$ cat config.mk
export PLATFORM = sky130hd
export DESIGN_NAME = engine_frame_sequencer
export DESIGN_NICKNAME = d
export VERILOG_FILES = /design/src/rtl/engine_seq_pkg.sv /design/src/rtl/seq_watchdog.sv /design/src/rtl/engine_frame_sequencer.sv
export SDC_FILE = /design/constraint.sdc
export NUM_CORES = 1
export LEC_CHECK = 0
export ABC_AREA = 1
export CAP_MARGIN = 20
export CORE_MARGIN = 1.5
export CORE_UTILIZATION = 50
export CTS_BUF_LIST = sky130_fd_sc_hd__clkbuf_8
export CTS_CLUSTER_DIAMETER = 80
export DETAILED_ROUTE_END_ITERATION = 7
export GPL_ROUTABILITY_DRIVEN = 0
export HOLD_SLACK_MARGIN = 0.03
export PLACE_DENSITY_LB_ADDON = 0.25
export SETUP_SLACK_MARGIN = 0.2
export SYNTH_ARGS = -nofsm -noshare
export SYNTH_HDL_FRONTEND = slang
export SYNTH_HIERARCHICAL = 1
export SYNTH_SLANG_ARGS = --single-unit
export TNS_END_PERCENT = 5
$ cat constraint.sdc
create_clock -name clk -period 4.55 [get_ports clk]
set_clock_uncertainty 0.05 [all_clocks]
set_input_delay 0.6825 -clock clk [delete_from_list [all_inputs] [get_ports clk]]
set_output_delay 0.6825 -clock clk [all_outputs]
set_load 0.1 [all_outputs]
$ cat src/rtl/engine_seq_pkg.sv
// Shared state encodings and default parameters for the engine frame sequencer.
package engine_seq_pkg;

    localparam int DEF_DATA_WIDTH     = 16;
    localparam int DEF_N_IO_CHANNELS  = 2;
    localparam int DEF_N_PIPELINES    = 2;
    localparam int DEF_TIMEOUT_CYCLES = 4096;
    localparam int DEF_CTR_WIDTH      = 32;

    typedef enum logic [3:0] {
        S_IDLE,
        S_GAIN_REQ,
        S_GAIN_WAIT,
        S_TICK,
        S_SETTLE,
        S_PROC_WAIT,
        S_MIX_REQ,
        S_MIX_WAIT,
        S_EMIT
    } seq_state_t;

    function automatic int idx_width(input int n);
        return (n > 1) ? $clog2(n) : 1;
    endfunction

    function automatic logic is_wait_state(input seq_state_t s);
        return (s == S_GAIN_WAIT) || (s == S_PROC_WAIT) || (s == S_MIX_WAIT);
    endfunction

endpackage

$ cat src/rtl/seq_watchdog.sv
// Wait-state watchdog: counts cycles spent in a wait state, restarts on every state change.
module seq_watchdog #(
    parameter int timeout_cycles = 4096
) (
    input  logic clk,
    input  logic reset,
    input  logic active,
    input  logic restart,
    output logic expired
);

    localparam int CW = $clog2(timeout_cycles + 1);

    logic [CW-1:0] count_q, count_d;

    // count_q is the number of cycles already completed in the current wait state
    assign expired = active && (count_q == CW'(timeout_cycles - 1));

    always_comb begin
        count_d = count_q;
        if (restart || !active) begin
            count_d = '0;
        end else if (!expired) begin
            count_d = count_q + CW'(1);
        end
    end

    always_ff @(posedge clk or negedge reset) begin
        if (!reset) begin
            count_q <= '0;
        end else begin
            count_q <= count_d;
        end
    end

endmodule

$ cat src/rtl/engine_frame_sequencer.sv
// Walks each channel of an input frame through gain, pipeline tick and mixer, then emits the frame.
module engine_frame_sequencer
    import engine_seq_pkg::*;
#(
    parameter int data_width     = DEF_DATA_WIDTH,
    parameter int n_io_channels  = DEF_N_IO_CHANNELS,
    parameter int n_pipelines    = DEF_N_PIPELINES,
    parameter int timeout_cycles = DEF_TIMEOUT_CYCLES,
    parameter int ctr_width      = DEF_CTR_WIDTH
) (
    input  logic                                  clk,
    input  logic                                  reset,
    input  logic [n_io_channels*data_width-1:0]   in_frame,
    input  logic                                  frame_valid,
    output logic                                  ready,
    output logic                                  gain_req,
    output logic [data_width-1:0]                 gain_sample,
    input  logic                                  gain_done,
    input  logic [data_width-1:0]                 gain_result,
    output logic                                  pipe_tick,
    output logic [data_width-1:0]                 pipe_sample,
    output logic [idx_width(n_io_channels)-1:0]   pipe_channel,
    input  logic [n_pipelines-1:0]                pipe_enable,
    input  logic [n_pipelines-1:0]                pipe_ready,
    output logic                                  mix_req,
    input  logic                                  mix_done,
    input  logic [data_width-1:0]                 mix_result,
    output logic [n_io_channels*data_width-1:0]   out_frame,
    output logic                                  out_valid,
    output logic                                  timeout_flag,
    output logic [ctr_width-1:0]                  overrun_count,
    output logic [ctr_width-1:0]                  frame_count,
    input  logic                                  clear_status
);

    localparam int CHW = idx_width(n_io_channels);
    localparam int FW  = n_io_channels * data_width;
    localparam logic [CHW-1:0] LAST_CH = CHW'(n_io_channels - 1);

    seq_state_t            state_q, state_d;
    logic [CHW-1:0]        ch_q, ch_d;
    logic [FW-1:0]         frame_q, frame_d;
    logic                  ready_q, ready_d;
    logic                  gain_req_q, gain_req_d;
    logic [data_width-1:0] gain_sample_q, gain_sample_d;
    logic                  pipe_tick_q, pipe_tick_d;
    logic [data_width-1:0] pipe_sample_q, pipe_sample_d;
    logic                  mix_req_q, mix_req_d;
    logic                  out_valid_q, out_valid_d;
    logic                  timeout_q, timeout_d;
    logic [ctr_width-1:0]  overrun_q, overrun_d;
    logic [ctr_width-1:0]  frame_cnt_q, frame_cnt_d;

    logic                  slot_we;
    logic [data_width-1:0] slot_wdata;
    logic                  chan_done;
    logic                  timeout_evt;
    logic                  overrun_evt;
    logic                  pipes_ok;
    logic                  wd_active, wd_restart, wd_expired;
    logic [data_width-1:0] frame_slot [n_io_channels];

    for (genvar g = 0; g < n_io_channels; g++) begin : g_slot
        logic [data_width-1:0] slot_q;

        assign frame_slot[g] = frame_q[g*data_width +: data_width];
        assign out_frame[g*data_width +: data_width] = slot_q;

        always_ff @(posedge clk or negedge reset) begin
            if (!reset) begin
                slot_q <= '0;
            end else if (slot_we && (ch_q == CHW'(g))) begin
                slot_q <= slot_wdata;
            end
        end
    end

    assign wd_active  = is_wait_state(state_q);
    assign wd_restart = (state_d != state_q);

    seq_watchdog #(
        .timeout_cycles(timeout_cycles)
    ) u_watchdog (
        .clk    (clk),
        .reset  (reset),
        .active (wd_active),
        .restart(wd_restart),
        .expired(wd_expired)
    );

    assign pipes_ok    = &(pipe_ready | ~pipe_enable);
    assign overrun_evt = frame_valid && (state_q != S_IDLE);

    always_comb begin
        state_d       = state_q;
        ch_d          = ch_q;
        frame_d       = frame_q;
        gain_sample_d = gain_sample_q;
        pipe_sample_d = pipe_sample_q;
        frame_cnt_d   = frame_cnt_q;
        timeout_d     = timeout_q;
        overrun_d     = overrun_q;
        gain_req_d    = 1'b0;
        pipe_tick_d   = 1'b0;
        mix_req_d     = 1'b0;
        out_valid_d   = 1'b0;
        slot_we       = 1'b0;
        slot_wdata    = '0;
        chan_done     = 1'b0;
        timeout_evt   = 1'b0;

        case (state_q)
            S_IDLE: begin
                if (frame_valid) begin
                    frame_d       = in_frame;
                    ch_d          = '0;
                    gain_sample_d = in_frame[data_width-1:0];
                    gain_req_d    = 1'b1;
                    state_d       = S_GAIN_REQ;
                end
            end
            S_GAIN_REQ: state_d = S_GAIN_WAIT;
            S_GAIN_WAIT: begin
                if (gain_done) begin
                    pipe_sample_d = gain_result;
                    pipe_tick_d   = 1'b1;
                    state_d       = S_TICK;
                end else if (wd_expired) begin
                    timeout_evt = 1'b1;
                end
            end
            S_TICK:   state_d = S_SETTLE;
            S_SETTLE: state_d = S_PROC_WAIT;
            S_PROC_WAIT: begin
                if (pipes_ok) begin
                    mix_req_d = 1'b1;
                    state_d   = S_MIX_REQ;
                end else if (wd_expired) begin
                    timeout_evt = 1'b1;
                end
            end
            S_MIX_REQ: state_d = S_MIX_WAIT;
            S_MIX_WAIT: begin
                if (mix_done) begin
                    slot_we    = 1'b1;
                    slot_wdata = mix_result;
                    chan_done  = 1'b1;
                end else if (wd_expired) begin
                    timeout_evt = 1'b1;
                end
            end
            S_EMIT: begin
                out_valid_d = 1'b1;
                frame_cnt_d = frame_cnt_q + ctr_width'(1);
                state_d     = S_IDLE;
            end
            default: state_d = S_IDLE;
        endcase

        // A timeout mutes the slot and then behaves exactly like a completed channel
        if (timeout_evt) begin
            slot_we    = 1'b1;
            slot_wdata = '0;
            chan_done  = 1'b1;
        end

        if (chan_done) begin
            if (ch_q == LAST_CH) begin
                state_d = S_EMIT;
            end else begin
                ch_d          = ch_q + CHW'(1);
                gain_sample_d = frame_slot[ch_d];
                gain_req_d    = 1'b1;
                state_d       = S_GAIN_REQ;
            end
        end

        // ready stays low for the out_valid cycle and rises one cycle later
        ready_d = (state_d == S_IDLE) && (state_q != S_EMIT);

        if (clear_status) begin
            timeout_d = 1'b0;
            overrun_d = '0;
        end else begin
            if (timeout_evt) begin
                timeout_d = 1'b1;
            end
            if (overrun_evt && (overrun_q != '1)) begin
                overrun_d = overrun_q + ctr_width'(1);
            end
        end
    end

    always_ff @(posedge clk or negedge reset) begin
        if (!reset) begin
            state_q       <= S_IDLE;
            ch_q          <= '0;
            frame_q       <= '0;
            ready_q       <= 1'b1;
            gain_req_q    <= 1'b0;
            gain_sample_q <= '0;
            pipe_tick_q   <= 1'b0;
            pipe_sample_q <= '0;
            mix_req_q     <= 1'b0;
            out_valid_q   <= 1'b0;
            timeout_q     <= 1'b0;
            overrun_q     <= '0;
            frame_cnt_q   <= '0;
        end else begin
            state_q       <= state_d;
            ch_q          <= ch_d;
            frame_q       <= frame_d;
            ready_q       <= ready_d;
            gain_req_q    <= gain_req_d;
            gain_sample_q <= gain_sample_d;
            pipe_tick_q   <= pipe_tick_d;
            pipe_sample_q <= pipe_sample_d;
            mix_req_q     <= mix_req_d;
            out_valid_q   <= out_valid_d;
            timeout_q     <= timeout_d;
            overrun_q     <= overrun_d;
            frame_cnt_q   <= frame_cnt_d;
        end
    end

    assign ready         = ready_q;
    assign gain_req      = gain_req_q;
    assign gain_sample   = gain_sample_q;
    assign pipe_tick     = pipe_tick_q;
    assign pipe_sample   = pipe_sample_q;
    assign pipe_channel  = ch_q;
    assign mix_req       = mix_req_q;
    assign out_valid     = out_valid_q;
    assign timeout_flag  = timeout_q;
    assign overrun_count = overrun_q;
    assign frame_count   = frame_cnt_q;

endmodule

==> results_dict.tcl, run 1 <==
set metrics [dict create \
    rows 47 \
    grt_start_max_net_pins 89 \
    grt_pass1_wl_mm 37.1 \
    path_cells "inv_1 > nor2_1 > nand2_1 > nand2_1 > inv_1 > nor2_1 > nand4_2 > clkinv_1 > inv_1 > nor2_1 > nand3_1 > nand4_2 > nand2_1 > nand3_1 > nand2_1 > nor2_1 > nand2_1 > nor2_2 > o211ai_1 > inv_1" \
    cts_tree "yes" \
    async_reset_ff_share_pct 100 \
    yosysMostFrequentCell "nand2_1" \
    cap_violations 0 \
    syn_nets 1126 \
    status "complete, no violations" \
    comb_power_share_pct 53.9 \
    worstMarginPinSlew_ns 1.06 \
    final-hold-violation-count 0 \
    synth_cells 1049 \
    die_x_um 133 \
    grt_usage_pct 26.3 \
    max_stage_delay_ns 0.45 \
    place_inst 1453 \
    yosys.cell_types.count 39 \
    cts_max_level 4 \
    dpl-instance-area_sq_um 10700 \
    rsz0062_at_grt "false" \
    p_leak_nw 4.90 \
    slew_headroom_pct 28.9 \
    post_drt_wl_per_cell_um 14.9 \
    via_per_inst 5.25 \
    power_mw 7.14 \
    yosysTopAreaCell "dfrtp_1" \
    wirelength_mm 22.1 \
    ctsResizeCount 0 \
    tns_ns 0 \
    synth_ff_type "dfrtp_1" \
    areaGrowthSynthToFinish_pct 32.1 \
    synth-seq-cells 168 \
    dr.pass1.iters 5 \
    peakVddDrop_mv 0.705 \
    setup_violations 0 \
    worstPathRequired_ns 4.91 \
    antenna_found_initial 0 \
    avgSynthCellArea_sq_um 8.01 \
    swShare_pct 54.7 \
    slew_viol_final 0 \
    hold_class "input port to asynchronous set/reset pin" \
    endpoint_kind "flip-flop" \
    die_h_um 133 \
    power_density_nw_per_um2 643 \
    switchingPower_mw 3.90 \
    synth_common_cells "330 x nand2_1, 167 x dfrtp_1, 90 x inv_1" \
    fin_crit_ns 3.76 \
    final_antenna_net_count 0 \
    initial_core_util_pct 50.9 \
    crit_slowest_cell "nor2_2" \
    layout_setup_ws_ns 0.790 \
    numCtsBuffers 17 \
    path_clk_slew_ns 0.09 \
    antenna_cells 0 \
    post_cts.repair.setup_buffers 0 \
    vias 7796 \
    crit_buf_inv 5 \
    fin_cells 1485 \
    cp.arrival_ns 4.12 \
    power_frac_seq_pct 29.8 \
    dp_hpwl_mm 15.9 \
    gr-total-overflow 0 \
    timing.final.crit_share_pct 82.6 \
    intPower_mw 3.23 \
    ctsHoldBuffers 0 \
    drc_errors 0 \
    drive_gt1_share_pct 7.59 \
    pin_count 209 \
    place_ws_ns 0.804 \
    grt_pass1_vias 7457 \
    crit_family "simple AND/OR/NAND/NOR gates" \
    netlist.area_leader.share_pct 49.7 \
    fin_area_sq_um 11100 \
    die_area_sq_um 17600 \
    core_area_sq_um 16500 \
    critical_path_class "flip-flop to flip-flop" \
    synth_edf_count 0 \
    synth.top_cells.by_area "dfrtp_1 50%, nand2_1 15%, nand3_1 4.7%" \
    startpoint_type "flip-flop" \
    synth_warnings 6 \
    fmax_ghz 0.266 \
    clk_latency_ns 0.48 \
    synth_area_sq_um 8410 \
    clock_path_buffers 2 \
    path_common_cell "nand2_1" \
    clockPowerShare_pct 16.3 \
    crit_path_max_fanout 18 \
    final_nets 1329 \
    synth-seq-area-share_pct 50.0 \
    cts.sinks 168 \
    cts-root-buf "clkbuf_8" \
    io_buffers 208 \
    drtIter0Drc 474 \
]
-- per-layer routing --
metal / global-route usage, % / up-vias / part of all wire [%]
li1: - / 3808 / -
met1: 35.7 / 3718 / 45
met2: 40.9 / 231 / 47
met3: 7.59 / 39 / 6.6
met4: 8.42 / 0 / 2.1
met5: 0 / - / 0
-- path summary, 6_finish.rpt --
path	from	end	slack, ns	cells past startpoint
worst min-delay path	reset	gain_sample[6]	0.17	1
worst max-delay path	state_q[1]	u_watchdog/count_q[12]	0.79	20
max in group asynchronous	reset	pipe_channel	3.32	2
worst max register to register	state_q[1]	u_watchdog/count_q[12]	0.79	20
min in group clk	pipe_sample[7]	pipe_sample[7]	0.44	2
worst min register to register	pipe_sample[7]	pipe_sample[7]	0.44	2
-- power by group through the flow --
stage                     Sequential [mW]  Combinational [mW]  Clock, mW
after global placement               2.14                3.82          0
after floorplan                      4.29               0.726          0
final                                2.13                3.84       1.16
after global routing                 2.18                4.02       1.24
after detailed placement             2.14                3.86          0
after CTS                            2.13                3.86       1.18
-- cell families after synthesis --
logic type	share of synthesized area, %
buf+inv	6.27
simple gates	31.2
compound gates	8.68
fa+ha+maj	0.447
flops	50.0
xor+xnor	3.33
-- cells in the final DEF (no fill, tap or decap), types with 5 or more instances in the layout --
cell and n:
o211ai_1 17, inv_6 7, nand4_1 32, xnor2_1 11
clkdlybuf4s50_1 207, dfrtp_1 167, inv_1 90, xor2_1 21
clkbuf_8 17, inv_2 6, a21oi_1 5, nand3_1 79
o21ai_2 19, nor2_2 10, nor2_1 89, nor3_1 31
o21ai_0 71, nand2_1 330
-- per-stage QoR --
stage / hold slack, ns / util, %
3_3_place_gp: 0.411 / 64.6
6_report: 0.175 / 67.2
5_1_grt: 0.227 / 67.2
3_5_place_dp: 0.416 / 64.6
4_1_cts: 0.218 / 67.2
2_1_floorplan: 0.337 / -
-- flip-flops by register name (all words and copies together) (netlist names), 4 cells and up --
register,flops
gain_sample,16
frame_q,16
overrun_count,32
g_slot.slot_q,32
u_watchdog/count_q,13
frame_count,32
pipe_sample,16
state_q,4
-- cell type report --
type / instances / area (sq um)
inverter: 101 / 389
clock inverter: 15 / 196
tap: 220 / 275
multi-input combinational: 751 / 3670
clock buffer: 17 / 234
sequential: 168 / 4210
fill: 1392 / 5420
timing repair buffer: 213 / 2130
-- worst reg2reg max path: cells and delay by family, from the launching register on --
| family | cells | cell delay, ns |
|---|---|---|
| buffers and inverters | 5 | 0.43 |
| and+or+nand+nor | 14 | 2.63 |
| AOI/OAI and AO/OA | 1 | 0.16 |
| DFF | 1 | 0.42 |
Power figures use the tool's default switching activity.
==> run 2, diff against run 1 <==
==> constraint.sdc (replaced) <==
create_clock -name clk -period 3.5 [get_ports clk]
set_clock_uncertainty 0.05 [all_clocks]
set_input_delay 0.525 -clock clk [delete_from_list [all_inputs] [get_ports clk]]
set_output_delay 0.525 -clock clk [all_outputs]
set_load 0.1 [all_outputs]
==> results_dict.tcl, run 2 (synthesized netlist as in run 1, its figures left out) <==
set metrics [dict create \
    rsz0062_at_grt "false" \
    worstMarginPinSlew_ns 1.06 \
    crit_slowest_cell "dfrtp_1" \
    rrSetupSlack_ns 0.52 \
    cts.sinks 168 \
    crit_family "simple AND/OR/NAND/NOR gates" \
    final_nets 1334 \
    drive_gt1_share_pct 8.43 \
    layout_setup_ws_ns 0.523 \
    slew_viol_final 0 \
    fmax_ghz 0.336 \
    rows 47 \
    antenna_found_initial 0 \
    critical_path_class "flip-flop to flip-flop" \
    die_area_sq_um 17600 \
    dr.pass1.iters 5 \
    whs_ns 0.0580 \
    path_clk_slew_ns 0.09 \
    die_x_um 133 \
    crit_path_start "state_q[2]" \
    crit_buf_inv 5 \
    drtIter0Drc 663 \
    endpoint_kind "flip-flop" \
    clock_path_buffers 2 \
    path_cells "inv_1 > nor2_2 > nand2_1 > nand2_1 > inv_1 > nor2_2 > nand4_2 > clkinv_1 > inv_1 > nor2_1 > nand3_1 > nand4_2 > nand2_1 > nand2_1 > nor2_1 > nor2_1 > nand2_1 > inv_1 > nand4_4 > nand2_1" \
    numCtsBuffers 17 \
    setup_violations 0 \
    final_antenna_net_count 0 \
    crit_path_max_fanout 8 \
    cp.arrival_ns 3.32 \
    postLayoutCoreUtil_pct 67.5 \
    layout_commonest_cell "nand2_1" \
    die_h_um 133 \
    path_common_cell "nand2_1" \
    areaGrowthSynthToFinish_pct 32.6 \
    power_frac_seq_pct 29.5 \
    wirelength_mm 22.6 \
    p_leak_nw 4.93 \
    grt_start_max_net_pins 92 \
    post_drt_wl_per_cell_um 15.2 \
    peakVddDrop_mv 0.917 \
    max_stage_delay_ns 0.44 \
    cts_tree "yes" \
    timing.final.crit_share_pct 85.1 \
    tns_ns 0 \
    cts_max_level 4 \
    worst_r2r_endpoint "u_watchdog/count_q[6]" \
    cts-root-buf "clkbuf_8" \
    worstPathRequired_ns 3.84 \
    fillers 1345 \
    hold_class "input port to asynchronous set/reset pin" \
    startpoint_type "flip-flop" \
    power_density_nw_per_um2 833 \
    slew_headroom_pct 29.2 \
    switchingPower_mw 5.06 \
    pin_count 209 \
    clockPowerShare_pct 15.8 \
    fin_crit_ns 2.98 \
    via_per_inst 5.30 \
    swShare_pct 54.4 \
    status "complete, no violations" \
    reg2reg_depth 20 \
    antenna_cells 0 \
    final-hold-violation-count 0 \
    io_buffers 208 \
    r2r-start "state_q[2]" \
    gr-total-overflow 0 \
    vias 7897 \
    grt_pass1_vias 7584 \
    intPower_mw 4.23 \
    drc_errors 0 \
    clk_latency_ns 0.45 \
    cap_violations 0 \
    initial_core_util_pct 50.9 \
    grt_pass1_wl_mm 37.1 \
    place_ws_ns 0.307 \
    core_area_sq_um 16500 \
    comb_power_share_pct 54.7 \
    final_cell_mix "330 x nand2_1, 204 x clkdlybuf4s50_1, 167 x dfrtp_1" \
    grt_usage_pct 26.2 \
    dp_hpwl_mm 16.5 \
]
run 2: changes by cell type in the layout (fill, tap and decap cells not counted), sizes merged:
cell,previous run,this run
clkdlybuf4s50,207,204
inv,108,109
clkinvlp,0,1
buf,6,14
clkinv,6,4
run 2: worst max path at each step:
stage                                        end  cells after the start  slack (ns)
after floorplan           u_watchdog/count_q[12]                     20        0.73
after global placement    u_watchdog/count_q[12]                     20        0.42
after detailed placement  u_watchdog/count_q[12]                     19        0.31
after CTS                 u_watchdog/count_q[12]                     20        0.26
after global routing       u_watchdog/count_q[9]                     20        0.19
final                      u_watchdog/count_q[6]                     20        0.52
run 2: power by group through the flow:
stage / clock, mW / combinational (mW) / sequential (mW)
floorplan: 0 / 0.944 / 5.58
finish: 1.47 / 5.08 / 2.74
CTS: 1.50 / 5.06 / 2.74
detailed placement: 0 / 5.05 / 2.76
global route: 1.58 / 5.32 / 2.81
global placement: 0 / 5.00 / 2.75
run 2: cell type report:
type / count / area [sq um] / share of cell area [%]
Clock buffer: 17 / 234 / 2.10
Clock inverter: 15 / 176 / 1.58
Inverter: 101 / 389 / 3.49
Multi-Input combinational cell: 751 / 3690 / 33.1
Sequential cell: 168 / 4210 / 37.7
Tap cell: 220 / 275 / 2.47
Timing Repair Buffer: 218 / 2180 / 19.5
run 2: repair_timing:
| item | CTS | global route |
|---|---|---|
| hold buffers | 0 | 0 |
| buffers inserted | 0 | 1 |
| hold endpoints to repair | 0 | 0 |
| gates resized for setup | 0 | 5 |
| endpoints found under the setup margin | 0 | 13 |
run 2: per-layer routing:
layer / up-vias / global-route usage, % / part of all wire, %
li1: 3813 / - / -
met1: 3794 / 34.4 / 43
met2: 264 / 42.8 / 48
met3: 26 / 7.13 / 7.2
met4: 0 / 7.75 / 1.5
met5: - / 0 / 0
run 2: worst register-to-register path, cell delays in order (launching register included):
cell	delay, ns
dfrtp_1	0.44
inv_1	0.10
nor2_2	0.18
nand2_1	0.10
nand2_1	0.13
inv_1	0.11
nor2_2	0.15
nand4_2	0.15
clkinv_1	0.10
inv_1	0.07
nor2_1	0.09
nand3_1	0.10
nand4_2	0.19
nand2_1	0.10
nand2_1	0.11
nor2_1	0.04
nor2_1	0.10
nand2_1	0.11
inv_1	0.18
nand4_4	0.20
nand2_1	0.12
run 2: through the flow:
stage          total power [mW]  std cells  cell area (sq um)
3_3_place_gp               7.75       1457              10700
6_report                   9.29       1490              11100
2_1_floorplan              6.52       1049               8410
5_1_grt                    9.70       1490              11100
3_5_place_dp               7.81       1457              10700
4_1_cts                    9.29       1489              11100
==> run 3, diff against run 2 <==
--- a/config.mk
+++ b/config.mk
@@ -6,9 +6,10 @@
 export NUM_CORES = 1
 export LEC_CHECK = 0
 export ABC_AREA = 1
+export ABC_CLOCK_PERIOD_IN_PS = 3500
 export CAP_MARGIN = 20
 export CORE_MARGIN = 1.5
-export CORE_UTILIZATION = 50
+export CORE_UTILIZATION = 51
 export CTS_BUF_LIST = sky130_fd_sc_hd__clkbuf_8
 export CTS_CLUSTER_DIAMETER = 80
 export DETAILED_ROUTE_END_ITERATION = 7
==> results_dict.tcl, run 3 (synthesized netlist as in run 1, its figures left out) <==
set metrics [dict create \
    postLayoutCoreUtil_pct 69.7 \
    rows 46 \
    path_common_cell "nand2_1" \
    cts_tree "yes" \
    crit_buf_inv 5 \
    cts.sinks 168 \
    cts_max_level 4 \
    cts-root-buf "clkbuf_8" \
    grt_usage_pct 26.6 \
    p_leak_nw 4.92 \
    fin_cells 1486 \
    gr-total-overflow 0 \
    peakVddDrop_mv 0.925 \
    place_inst 1453 \
    cap_violations 0 \
    clockPowerShare_pct 15.7 \
    drive_gt1_share_pct 8.58 \
    cp.arrival_ns 3.33 \
    numCtsBuffers 17 \
    vias 7781 \
    slew_headroom_pct 30.5 \
    tns_ns 0 \
    areaGrowthSynthToFinish_pct 32.6 \
    crit_path_max_fanout 8 \
    grt_pass1_wl_mm 37.5 \
    antenna_cells 0 \
    fin_area_sq_um 11100 \
    fmax_ghz 0.335 \
    switchingPower_mw 5.10 \
    dp_hpwl_mm 16.2 \
    power_frac_seq_pct 29.6 \
    timing.final.crit_share_pct 85.4 \
    ctsHoldBuffers 0 \
    initial_core_util_pct 52.5 \
    antenna_found_initial 0 \
    core_area_sq_um 16000 \
    register_area_sq_um 4210 \
    path_clk_slew_ns 0.10 \
    final-hold-violation-count 0 \
    max_stage_delay_ns 0.42 \
    grt_start_max_net_pins 72 \
    die_x_um 131 \
    intPower_mw 4.18 \
    crit_slowest_cell "dfrtp_1" \
    crit_family "simple AND/OR/NAND/NOR gates" \
    via_per_inst 5.24 \
    power_density_nw_per_um2 832 \
    swShare_pct 55.0 \
    drc_errors 0 \
    layout_commonest_cell "nand2_1" \
    final_antenna_net_count 0 \
    comb_power_share_pct 54.8 \
    drtIter0Drc 622 \
    endpoint_kind "flip-flop" \
    clk_latency_ns 0.47 \
    die_area_sq_um 17300 \
    die_h_um 131 \
    io_buffers 208 \
    startpoint_type "flip-flop" \
    clock_path_buffers 2 \
    fillers 1363 \
    fin_crit_ns 2.99 \
    final_cell_mix "330 x nand2_1, 204 x clkdlybuf4s50_1, 166 x dfrtp_1" \
    grt_pass1_vias 7635 \
    status "complete, no violations" \
    rsz0062_at_grt "false" \
    slew_viol_final 0 \
    critical_path_class "flip-flop to flip-flop" \
    worstMarginPinSlew_ns 1.04 \
    post_drt_wl_per_cell_um 15.1 \
    dr.pass1.iters 6 \
    dpl-instance-area_sq_um 10700 \
    worstPathRequired_ns 3.84 \
    multi_input_area_sq_um 3690 \
    wirelength_mm 22.5 \
    final_nets 1334 \
    setup_violations 0 \
    path_cells "inv_1 > nor2_2 > nand2_1 > nand2_1 > inv_1 > nor2_2 > nand4_2 > clkinv_1 > inv_1 > nor2_1 > nand3_1 > nand4_2 > nand2_1 > nand2_1 > nor2_1 > nor2_1 > nand2_1 > inv_2 > nand4_4 > nand2_1" \
    pin_count 209 \
    hold_class "input port to asynchronous set/reset pin" \
]
-- run 3: through the flow --
stage	hold slack [ns]	setup slack [ns]	power, mW
2_1_floorplan	0.179	0.731	6.52
3_3_place_gp	0.410	0.408	7.74
3_5_place_dp	0.412	0.252	7.79
4_1_cts	0.0331	0.218	9.26
5_1_grt	0.0523	0.223	9.69
6_report	0.00778	0.511	9.28
-- run 3: final cells by class --
| cell class | instances | share of cell area (%) |
|---|---|---|
| clock buffers | 17 | 2.10 |
| multi-input cells | 751 | 33.1 |
| well taps | 216 | 2.42 |
| repair buffers | 218 | 19.5 |
| clock inverters | 15 | 1.63 |
| inverters | 101 | 3.49 |
| flip-flops and latches | 168 | 37.7 |
-- run 3: routing by layer --
metal | routed length (um) | track usage, % | up-vias
met5 | 0 | 0 | -
met4 | 469 | 7.59 | 0
met3 | 1540 | 7.18 | 33
met2 | 10600 | 43.4 | 242
met1 | 9840 | 35.1 | 3700
li1 | - | - | 3806
-- run 3: timing repair --
item / 4_1_cts / 5_1_grt
endpoints found under the hold margin: 0 / 0
setup endpoints to repair: 0 / 13
resized for setup: 0 / 7
buffers inserted: 0 / 1
-- run 3: worst register-to-register path, cell delays in order (launching register included) --
cell,delay [ns]
dfrtp_1,0.42
inv_1,0.12
nor2_2,0.15
nand2_1,0.11
nand2_1,0.15
inv_1,0.11
nor2_2,0.15
nand4_2,0.16
clkinv_1,0.11
inv_1,0.06
nor2_1,0.09
nand3_1,0.10
nand4_2,0.20
nand2_1,0.10
nand2_1,0.11
nor2_1,0.04
nor2_1,0.12
nand2_1,0.13
inv_2,0.14
nand4_4,0.19
nand2_1,0.13
-- run 3: worst paths after layout --
check | start | endpoint | slack, ns | depth (start not counted)
min in group clk | frame_count[31] | frame_count[31] | 0.42 | 1
max reg2reg | state_q[1] | u_watchdog/count_q[11] | 0.51 | 20
max | state_q[1] | u_watchdog/count_q[11] | 0.51 | 20
min reg2reg | frame_count[31] | frame_count[31] | 0.42 | 1
max in group asynchronous | reset | g_slot[1].slot_q[1] | 2.44 | 2
min | reset | gain_sample[2] | 0.008 | 1
-- run 3: power groups by stage --
stage	registers (mW)	logic (mW)	clock network, mW
after floorplan	5.58	0.944	0
after global placement	2.75	4.99	0
after detailed placement	2.75	5.03	0
after CTS	2.73	5.05	1.48
after global routing	2.80	5.33	1.56
final	2.74	5.08	1.45
